$ cat config.mk
export PLATFORM = sky130hd
export DESIGN_NAME = fetch_queue
export DESIGN_NICKNAME = d
export VERILOG_FILES = /design/src/rtl/fetch_queue.sv
export SDC_FILE = /design/constraint.sdc
export NUM_CORES = 1
export LEC_CHECK = 0
export BUFFER_PORTS_ARGS = -buffer_cell sky130_fd_sc_hd__buf_4
export CAP_MARGIN = 5
export CORE_MARGIN = 2
export CORE_UTILIZATION = 32
export DETAILED_ROUTE_END_ITERATION = 8
export PLACE_DENSITY = 0.5
export SYNTH_ARGS = -nofsm -noshare
export SYNTH_HDL_FRONTEND = slang
export SYNTH_SLANG_ARGS = --single-unit
$ cat constraint.sdc
create_clock -name clk -period 3.1 [get_ports clk]
set_clock_uncertainty 0.05 [all_clocks]
set_input_delay 0.465 -clock clk [delete_from_list [all_inputs] [get_ports clk]]
set_output_delay 0.465 -clock clk [all_outputs]
set_load 0.01 [all_outputs]
$ cat src/rtl/fetch_queue.sv
// Instruction buffer between fetch and decode: DEPTH-entry FIFO of {pc, instr} pairs.
// Optional same-cycle pass-through when empty is enabled by defining FETCHQ_BYPASS_EN.

package fetch_queue_pkg;

    localparam int unsigned WORD_W = 32;

    typedef struct packed {
        logic [WORD_W-1:0] pc;
        logic [WORD_W-1:0] instr;
    } fq_entry_t;

endpackage

module fetch_queue
    import fetch_queue_pkg::*;
#(
    parameter int unsigned DEPTH = 4
) (
    input  logic                     clk,
    input  logic                     reset,
    input  logic                     flush,
    input  logic                     in_valid,
    output logic                     in_ready,
    input  logic [WORD_W-1:0]        in_pc,
    input  logic [WORD_W-1:0]        in_instr,
    output logic                     out_valid,
    input  logic                     out_ready,
    output logic [WORD_W-1:0]        out_pc,
    output logic [WORD_W-1:0]        out_instr,
    output logic [$clog2(DEPTH):0]   count
);

    localparam int unsigned AW = $clog2(DEPTH);
    localparam int unsigned CW = AW + 1;

    fq_entry_t         mem [DEPTH];
    fq_entry_t         head;
    fq_entry_t         in_entry;
    logic [AW-1:0]     rd_ptr;
    logic [AW-1:0]     wr_ptr;
    logic [CW-1:0]     cnt;
    logic              empty;
    logic              full;
    logic              bypass;
    logic              push;
    logic              pop;

    assign empty    = (cnt == '0);
    assign full     = (cnt == CW'(DEPTH));
    assign head     = mem[rd_ptr];
    assign in_entry = '{pc: in_pc, instr: in_instr};

    // A pair offered to an empty queue may be presented to decode in the same cycle.
`ifdef FETCHQ_BYPASS_EN
    assign bypass = empty & in_valid & ~flush;
`else
    assign bypass = 1'b0;
`endif

    // Handshake decode and output selection; outputs read zero when nothing is valid.
    always_comb begin
        in_ready  = ~full;
        out_valid = ~empty | bypass;
        out_pc    = '0;
        out_instr = '0;
        if (!empty) begin
            out_pc    = head.pc;
            out_instr = head.instr;
        end else if (bypass) begin
            out_pc    = in_entry.pc;
            out_instr = in_entry.instr;
        end
        // A bypassed pair taken by decode is never written into storage.
        push = in_valid & ~full & ~(bypass & out_ready);
        pop  = ~empty & out_ready;
    end

    assign count = cnt;

    // Pointer and occupancy update; flush outranks push and pop.
    always_ff @(posedge clk or negedge reset) begin
        if (!reset) begin
            rd_ptr <= '0;
            wr_ptr <= '0;
            cnt    <= '0;
            for (int i = 0; i < int'(DEPTH); i++) begin
                mem[i] <= '0;
            end
        end else if (flush) begin
            rd_ptr <= '0;
            wr_ptr <= '0;
            cnt    <= '0;
        end else begin
            if (push) begin
                mem[wr_ptr] <= in_entry;
                wr_ptr      <= wr_ptr + AW'(1);
            end
            if (pop) begin
                rd_ptr <= rd_ptr + AW'(1);
            end
            case ({push, pop})
                2'b10:   cnt <= cnt + CW'(1);
                2'b01:   cnt <= cnt - CW'(1);
                default: cnt <= cnt;
            endcase
        end
    end

endmodule

# --- After elaboration in Yosys (flattened, before gate mapping) ---
# Cells that the tools add are included.
totals:
  register_bits: 263
  elab_cells: 48
op_classes:
  bitwise_logic: 7
  n_reduce_logical: 6
  n_eq_ne: 3
  addsub: 4
  muxes: 14
  magnitude_cmp: 3
op_table:
  columns: ["op", "n"]
  rows:
  - ["bitwise mux 256 bit", 1]
  - ["2-to-1 mux 64 bit", 3]
  - ["binary-select mux 64 bit (select 2 bit)", 1]
  - ["demux 64 bit (select 2 bit)", 1]
  - ["2-to-1 mux 32 bit", 2]
  - ["2-to-1 mux 2 bit", 4]
  - [">= comparator 3 bit, second input constant", 2]
  - ["inverter 2 -> 3 bit", 2]
  - ["one-hot mux 3 bit (2 select lines)", 1]
  - ["adder 2 x 1 -> 2 bit, second input constant", 2]
  - ["nonzero test 2 bit", 2]
  - ["adder 3 x 1 -> 3 bit, second input constant", 1]
  - ["equality test 3 bit, second input constant", 1]
  - ["zero test 3 bit", 1]
  - ["< comparator 3 x 1 -> 1 bit, second input constant", 1]
  - ["2-to-1 mux 3 bit", 1]
  - ["inverter 1 bit", 3]
  - ["nonzero test 3 bit", 1]
  - ["subtractor 3 x 1 -> 3 bit, second input constant", 1]
  - ["AND 1 bit", 2]
  - ["equality test 2 x 1 -> 1 bit, second input constant", 1]
  - ["equality test 2 bit, second input constant", 1]
  - ["AND reduction 2 bit", 1]
  - ["logical AND 1 bit", 1]

# --- Logic depth before layout (Yosys ltp) ---
# Gate-level depths: netlist of run 1.
logic_depth:
  ltp_word: 6
  depth_mapped: 7

# --- Least setup slack after synthesis of run 1 ---
# Ideal clock, no wire load.
synth_timing:
  path_kind: "register to register"
  startpoint: "register cnt[1], in the netlist count[1]"
  endpoint: "register cnt[1], in the netlist count[1]"
  path_stages_with_launch: 7
  setup_time_ns: 0.086
  path_slack_ns: 0.857
  t_arrival_ns: 2.107
  period_less_slack_ns: 2.243
  path_buffers: 1
  path_cell_list: "dfrtp_1 -> or3_2 -> clkbuf_1 -> and3_1 -> fa_1 -> a41oi_1 -> nor3_1"
synth_between:
  elab_chain_cells: 6
  elab_cells_between_ends: 13
  classes_between: "2 x add/sub; 3 x eq/ne; 2 x mux; 4 x bitwise; 2 x reduce/logical"
synth_rtl:
  columns: ["element", "line_no", "source"]
  rows:
  - ["start, declared", "42", "logic [CW-1:0] cnt;"]
  - ["start signal, assigned", "103", "2'b10: cnt <= cnt + CW'(1);"]
  - ["start signal, assigned", "104", "2'b01: cnt <= cnt - CW'(1);"]
  - ["start signal, assigned", "105", "default: cnt <= cnt;"]
  - ["equality test 3 bit / zero test 3 bit (equally long branches)", "50, 49", null]
  - ["inverter 1 bit, on equally long branches", "75, 76", null]
  - ["AND 1 bit, on equally long branches", "75, 76", null]
  - ["equality test 2 x 1 -> 1 bit / equality test 2 bit (equally long branches)", "102", "case ({push, pop})"]
  - ["one-hot mux 3 bit (2 select lines)", "102", null]
  - ["2-to-1 mux 3 bit", "90", "end else if (flush) begin"]
# Parallel ways exist; a longest one is shown, timed or not.
# A chain may end at the register's enable or synchronous reset.

# --- Worst setup path after layout of run 1 ---
layout_timing:
  startpoint: "register rd_ptr[0]"
  endpoint: "output port out_instr[16]"
layout_between:
  elab_chain_cells: 5
layout_rtl:
  columns: ["element", "line_no", "source"]
  rows:
  - ["start, declared", "40", "logic [AW-1:0] rd_ptr;"]
  - ["start signal, assigned", "100", "rd_ptr <= rd_ptr + AW'(1);"]
  - ["inverter 2 -> 3 bit (not written as such)", "51", "assign head = mem[rd_ptr];"]
  - ["binary-select mux 64 bit (select 2 bit)", "51", null]
  - ["2-to-1 mux 64 bit (not written as such) (2 in series)", "51", null]
  - ["2-to-1 mux 32 bit", "67", "if (!empty) begin"]
  - ["end, declared", "30", "output logic [WORD_W-1:0] out_instr,"]
# No other way between the ends. The select of a mux whose other input is x is not followed.

==> flow_metrics.env, run 1 <==
export IMPL_cts_buffers=34
export IMPL_grt_max_degree=77
export IMPL_worst_pin_slew_ns=0.716
export IMPL_maxCapViolCount=0
export IMPL_drtPass1Iterations=6
export IMPL_final_area_mm2=0.0158
export IMPL_synth_seq_cells=263
export IMPL_worstPathArrival_ns=2.40
export IMPL_crit_path_end_kind="output port"
export IMPL_initial_utilization=0.324
export IMPL_grt_overflow=0
export IMPL_seq_power_share=0.409
export IMPL_routed_wl_met3_mm=1.18
export IMPL_final_period_utilization=0.940
export IMPL_irDropWorstVdd_mv=0.308
export IMPL_finalNetCount=982
export IMPL_netlist_instances=749
export IMPL_setup_violations_final=0
export IMPL_drt_iter0_drc=212
export IMPL_post_cts_setup_buffers=0
export IMPL_stdcell_count=1457
export IMPL_clk_pin_slew_ns=0.06
export IMPL_synth_area_mm2=0.0132
export IMPL_dpl_worst_slack_ns=0.509
export IMPL_gp_congestion=0.718
export IMPL_yosys_area_top_type="dfrtp_1"
export IMPL_internal_power_uw=9890
export IMPL_rsz0062_at_grt="false"
export IMPL_yosys_warnings=0
export IMPL_diodes=0
export IMPL_n_fill_cell=3801
export IMPL_synthTopCellsByArea="dfrtp_1, mux2_4, mux4_2, buf_12, and2_1"
export IMPL_viasPerCell=4.68
export IMPL_hold_violations=0
export IMPL_tritoncts="yes"
export IMPL_ys_seq_area_frac=0.499
export IMPL_pwr_share_comb=0.307
export IMPL_row_count=74
export IMPL_drv_slew=0
export IMPL_core_mm2=0.0407
export IMPL_drive_above_1_share=0.592
export IMPL_crit_start="rd_ptr[0]"
export IMPL_worstRegToRegCells=5
export IMPL_status="complete, no violations"
export IMPL_die_w_um=207
export IMPL_ios=138
export IMPL_path_class="flip-flop to output port"
export IMPL_clock_tree_root_cell="clkbuf_16"
export IMPL_met1_length_mm=14.3
export IMPL_clk_latency_ns=0.50
export IMPL_p_clk_frac=0.284
export IMPL_endpoint="out_instr[16]"
export IMPL_max_freq_mhz=343
export IMPL_rr_endpoint="mem[31]"
export IMPL_post_dp_hpwl_mm=18.3
export IMPL_drc=0
export IMPL_synth_top_area_frac=0.499
export IMPL_via_count=6822
export IMPL_area_growth_pct=19.6
export IMPL_swShare=0.259
export IMPL_grt_pass1_vias=7643
export IMPL_die_area_mm2=0.0429
export IMPL_power_uw=13300
export IMPL_powerDensity_mw_per_mm2=846
export IMPL_max_slew_margin_rel=0.523
export IMPL_worstPathRequired_ns=2.58
export IMPL_crit_path_max_fanout=14
export IMPL_regToRegSetupSlack_ns=0.51
export IMPL_wl_per_cell_um=19.9
export IMPL_wirelength_mm=28.9
export IMPL_placed_area_mm2=0.0147
export IMPL_r2r_start="count[0]"
export IMPL_finalWorstSetupSlack_ns=0.186
export IMPL_grt_first_pass_wirelength_mm=46.8
export IMPL_syn_nets=823
export IMPL_cts_num_sinks=263
export IMPL_wl_met2_mm=13.0
export IMPL_ys_types=35
export IMPL_port_buffers=137
export IMPL_placed_cells=1403
export IMPL_worstHoldPathType="input pin to flip-flop"
export IMPL_p_leak_uw=0.00772
export IMPL_antenna_found_initial=0
export IMPL_topRoutingLayerUsed="met4"
export IMPL_cts_buffer_depth=3
export IMPL_track_usage=0.138
export IMPL_post_route_min_period_ns=2.91
export IMPL_avgSynthCellArea_um2=17.6
export IMPL_start_kind="flip-flop"
export IMPL_cts_htree_levels=2
export IMPL_tns_ns=0
export IMPL_drtAntennaViolNets=0
export IMPL_die_h_um=207
export IMPL_p_sw_uw=3450
==> worst min path at each step <==
stage / start / to / slack [ns] / cells past startpoint
2_1_floorplan: reset / count[0] / 0.12 / 0
3_3_place_gp: reset / mem[231] / 0.42 / 1
3_5_place_dp: reset / mem[231] / 0.42 / 1
4_1_cts: flush / count[2] / 0.11 / 2
5_1_grt: flush / count[2] / 0.13 / 2
6_report: flush / count[2] / 0.14 / 2
==> area by class of cell <==
class	instances	area (um2)	area share
clock inverters	5	52.6	0.00333
clock buffers	48	1020	0.0645
flip-flops and latches	263	6590	0.418
inverters	2	7.51	0.000476
well taps	532	666	0.0422
repair buffers	172	1430	0.0904
multi-input cells	435	6020	0.382
==> state kept, by name, summed over array words and instances, names as in the netlist <==
signal and flops:
rd_ptr 2, count 3, wr_ptr 2, mem 256
==> metrics by stage <==
step                      hold slack, ns   util
final                              0.143  0.387
after global placement             0.421  0.361
after global routing               0.126  0.387
after floorplan                    0.119      -
after detailed placement           0.419  0.361
after CTS                          0.111  0.387
==> repair_timing <==
| action | CTS | global route |
|---|---|---|
| hold buffers | 1 | 0 |
| setup endpoints to repair | 0 | 0 |
| gates resized for setup | 0 | 0 |
| hold endpoints to repair | 61 | 0 |
==> critical path, stage by stage (launching register included) <==
cell and delay, ns:
dfrtp_4 0.65, buf_4 0.36, mux4_2 0.55, and2_1 0.19, buf_4 0.14
==> cells in the mapped netlist (all sizes together) <==
master / instances
and3b: 1
ha: 4
nand2b: 1
a21oi: 2
inv: 2
mux4: 64
buf: 34
a31oi: 1
o221ai: 1
o21bai: 1
nor3: 1
and2b: 1
clkbuf: 15
or3b: 2
nand2: 10
and3: 1
or3: 2
a211oi: 1
xor2: 2
xnor2: 2
mux2: 256
dfrtp: 263
nand3: 5
a41oi: 1
fa: 1
and2: 64
nor2: 8
o21ai: 3
==> power by group through the flow <==
stage          clock (uW)  sequential (uW)  combinational [uW]
4_1_cts              3930             5460                4170
5_1_grt              4070             5630                4410
2_1_floorplan           0             5200                3190
3_3_place_gp            0             5490                4110
6_report             3790             5460                4090
3_5_place_dp            0             5470                4170
==> per-layer routing <==
metal | vias up | GRT usage
met4 | 0 | 0.0352
met2 | 133 | 0.204
met3 | 40 | 0.0262
li1 | 3051 | -
met1 | 3598 | 0.206
met5 | - | 0
==> layout by cell type, fill, tap and decap left out, types with 2 or more instances in the layout <==
cell type / count
inv_1: 2
nand2_1: 6
o21ai_0: 3
xnor2_1: 2
dfrtp_4: 2
and2_1: 64
clkbuf_16: 37
clkbuf_8: 5
buf_12: 10
mux2_2: 16
xor2_1: 2
buf_4: 160
clkinv_2: 3
clkbuf_1: 6
a21oi_1: 2
nor2_1: 8
mux2_4: 240
nand3_1: 5
ha_1: 4
mux4_2: 64
nand2_8: 4
dfrtp_1: 261
==> cell families after synthesis <==
logic type,share of synthesized area
AOI/OAI and AO/OA,0.00484
buffers and inverters,0.0451
DFF,0.499
and+or+nand+nor,0.0475
adders and majority gates,0.00531
muxes,0.396
xor gates and xnor gates,0.00266
Power figures use the tool's default switching activity.
==> inputs of run 2 (changes only) <==
--- a/config.mk
+++ b/config.mk
@@ -5,7 +5,7 @@
 export SDC_FILE = /design/constraint.sdc
 export NUM_CORES = 1
 export LEC_CHECK = 0
-export BUFFER_PORTS_ARGS = -buffer_cell sky130_fd_sc_hd__buf_4
+export BUFFER_PORTS_ARGS = -buffer_cell sky130_fd_sc_hd__buf_2
 export CAP_MARGIN = 5
 export CORE_MARGIN = 2
 export CORE_UTILIZATION = 32
==> flow_metrics.env, run 2 (synthesis gave the netlist of run 1 again) <==
export IMPL_gp_congestion=0.700
export IMPL_wirelength_mm=29.1
export IMPL_maxCapViolCount=0
export IMPL_final_period_utilization=0.936
export IMPL_cts_resized=0
export IMPL_path_class="flip-flop to output port"
export IMPL_clock_tree_root_cell="clkbuf_16"
export IMPL_grt_overflow=0
export IMPL_row_count=74
export IMPL_ios=138
export IMPL_viasPerCell=4.67
export IMPL_largest_reg_flops=256
export IMPL_tns_ns=0
export IMPL_hold_violations=0
export IMPL_drtAntennaViolNets=0
export IMPL_layout_commonest_cell="dfrtp_1"
export IMPL_die_h_um=207
export IMPL_final_cell_mix="dfrtp_1, mux2_4, buf_2, mux4_2, and2_1"
export IMPL_worstPathArrival_ns=2.39
export IMPL_irDropWorstVdd_mv=0.342
export IMPL_cp_depth=4
export IMPL_worst_pin_slew_ns=0.722
export IMPL_setup_violations_final=0
export IMPL_area_growth_pct=17.6
export IMPL_placed_cells=1398
export IMPL_worstHoldPathType="input pin to flip-flop"
export IMPL_clk_pin_slew_ns=0.06
export IMPL_hp_start="in_instr[3]"
export IMPL_crit_chain="buf_4 -> mux4_2 -> and2_1 -> buf_2"
export IMPL_drive_above_1_share=0.596
export IMPL_holdPathStages=2
export IMPL_die_area_mm2=0.0429
export IMPL_stdcell_count=1458
export IMPL_crit_slowest_cell="dfrtp_4"
export IMPL_crit_path_max_fanout=12
export IMPL_drt_iter0_drc=328
export IMPL_cts_htree_levels=1
export IMPL_clk_latency_ns=0.57
export IMPL_cts_buffer_depth=3
export IMPL_tritoncts="yes"
export IMPL_r2r_start="count[1]"
export IMPL_antenna_found_initial=3
export IMPL_start_kind="flip-flop"
export IMPL_core_mm2=0.0407
export IMPL_p_leak_uw=0.00768
export IMPL_post_dp_hpwl_mm=18.0
export IMPL_grt_max_degree=119
export IMPL_max_slew_margin_rel=0.519
export IMPL_max_freq_mhz=345
export IMPL_wl_per_cell_um=20.0
export IMPL_powerDensity_mw_per_mm2=871
export IMPL_finalNetCount=974
export IMPL_crit_path_end_kind="output port"
export IMPL_rsz0062_at_grt="false"
export IMPL_worstPathRequired_ns=2.58
export IMPL_grt_pass1_vias=7508
export IMPL_path_buf_inv=2
export IMPL_crit_start="rd_ptr[0]"
export IMPL_top_register="mem"
export IMPL_critical_path_top_delay_family="flip-flops"
export IMPL_drc=0
export IMPL_post_cts_setup_buffers=0
export IMPL_worstRegToRegCells=5
export IMPL_status="complete, no violations"
export IMPL_drv_slew=0
export IMPL_via_count=6809
export IMPL_cts_buffers=31
export IMPL_post_route_min_period_ns=2.90
export IMPL_initial_utilization=0.324
export IMPL_die_w_um=207
export IMPL_drtPass1Iterations=4
export IMPL_grt_first_pass_wirelength_mm=46.9
export IMPL_cts_num_sinks=263
export IMPL_max_stage_delay_ns=0.60
export IMPL_track_usage=0.137
export IMPL_port_buffers=137
[run 2: changes by cell type in the layout (fill, tap and decap cells not counted), sizes merged]
cell	previous run	this run
buf	171	166
bufinv	1	8
clkbuf	48	40
clkinv	3	6
diode	0	3
inv	2	3
[run 2: where the power goes]
group / switching (uW) / internal, uW / leakage [uW] / total [uW]
sequential: 726 / 4710 / 0.00329 / 5440
clock: 1490 / 2650 / 0.000576 / 4140
combinational: 1280 / 2670 / 0.00382 / 3940
total: 3490 / 10000 / 0.00768 / 13500
[run 2: path summary, 6_finish.rpt]
path	end	slack [ns]
min in group asynchronous	mem[155]	0.29
min	mem[195]	0.12
max reg2reg	mem[2]	0.52
max in group asynchronous	mem[186]	1.78
min reg2reg	mem[96]	0.45
max	out_instr[20]	0.20
[run 2: worst register-to-register path: cells and delay by family, from the launching register on]
| kind | cells | cell delay [ns] |
|---|---|---|
| simple gates | 3 | 1.30 |
| buf+inv | 1 | 0.31 |
| mux | 1 | 0.31 |
| flops | 1 | 0.48 |
[run 2: through the flow]
stage	power, uW	hold WS (ns)	cell area (um2)	util	worst slack, ns
finish	13500	0.124	15500	0.381	0.199
global route	14300	0.107	15500	0.381	0.0482
CTS	13700	0.0940	15500	0.381	0.135
detailed placement	9470	0.276	14300	0.352	0.529
global placement	9420	0.274	14300	0.352	0.574
floorplan	8390	0.119	13200	-	0.857
[run 2: final cells by class]
| type | count | area (um2) |
|---|---|---|
| Clock buffer | 40 | 880 |
| Fill cell | 3852 | 25200 |
| Timing Repair Buffer | 167 | 1060 |
| Inverter | 2 | 7.51 |
| Sequential cell | 263 | 6590 |
| Tap cell | 532 | 666 |
| Clock inverter | 16 | 287 |
| Antenna cell | 3 | 7.51 |
| Multi-Input combinational cell | 435 | 6020 |
[run 2: what timing repair did]
action,CTS,global route
endpoints found under the hold margin,21,0
endpoints found under the setup margin,0,0
hold buffers,1,0
[run 2: routing by layer]
layer,global-route usage,vias up,routed length (um)
met4,0.0256,4,505
met3,0.0288,41,1210
met5,0,-,27
met2,0.205,117,12900
met1,0.206,3610,14500
li1,-,3037,-
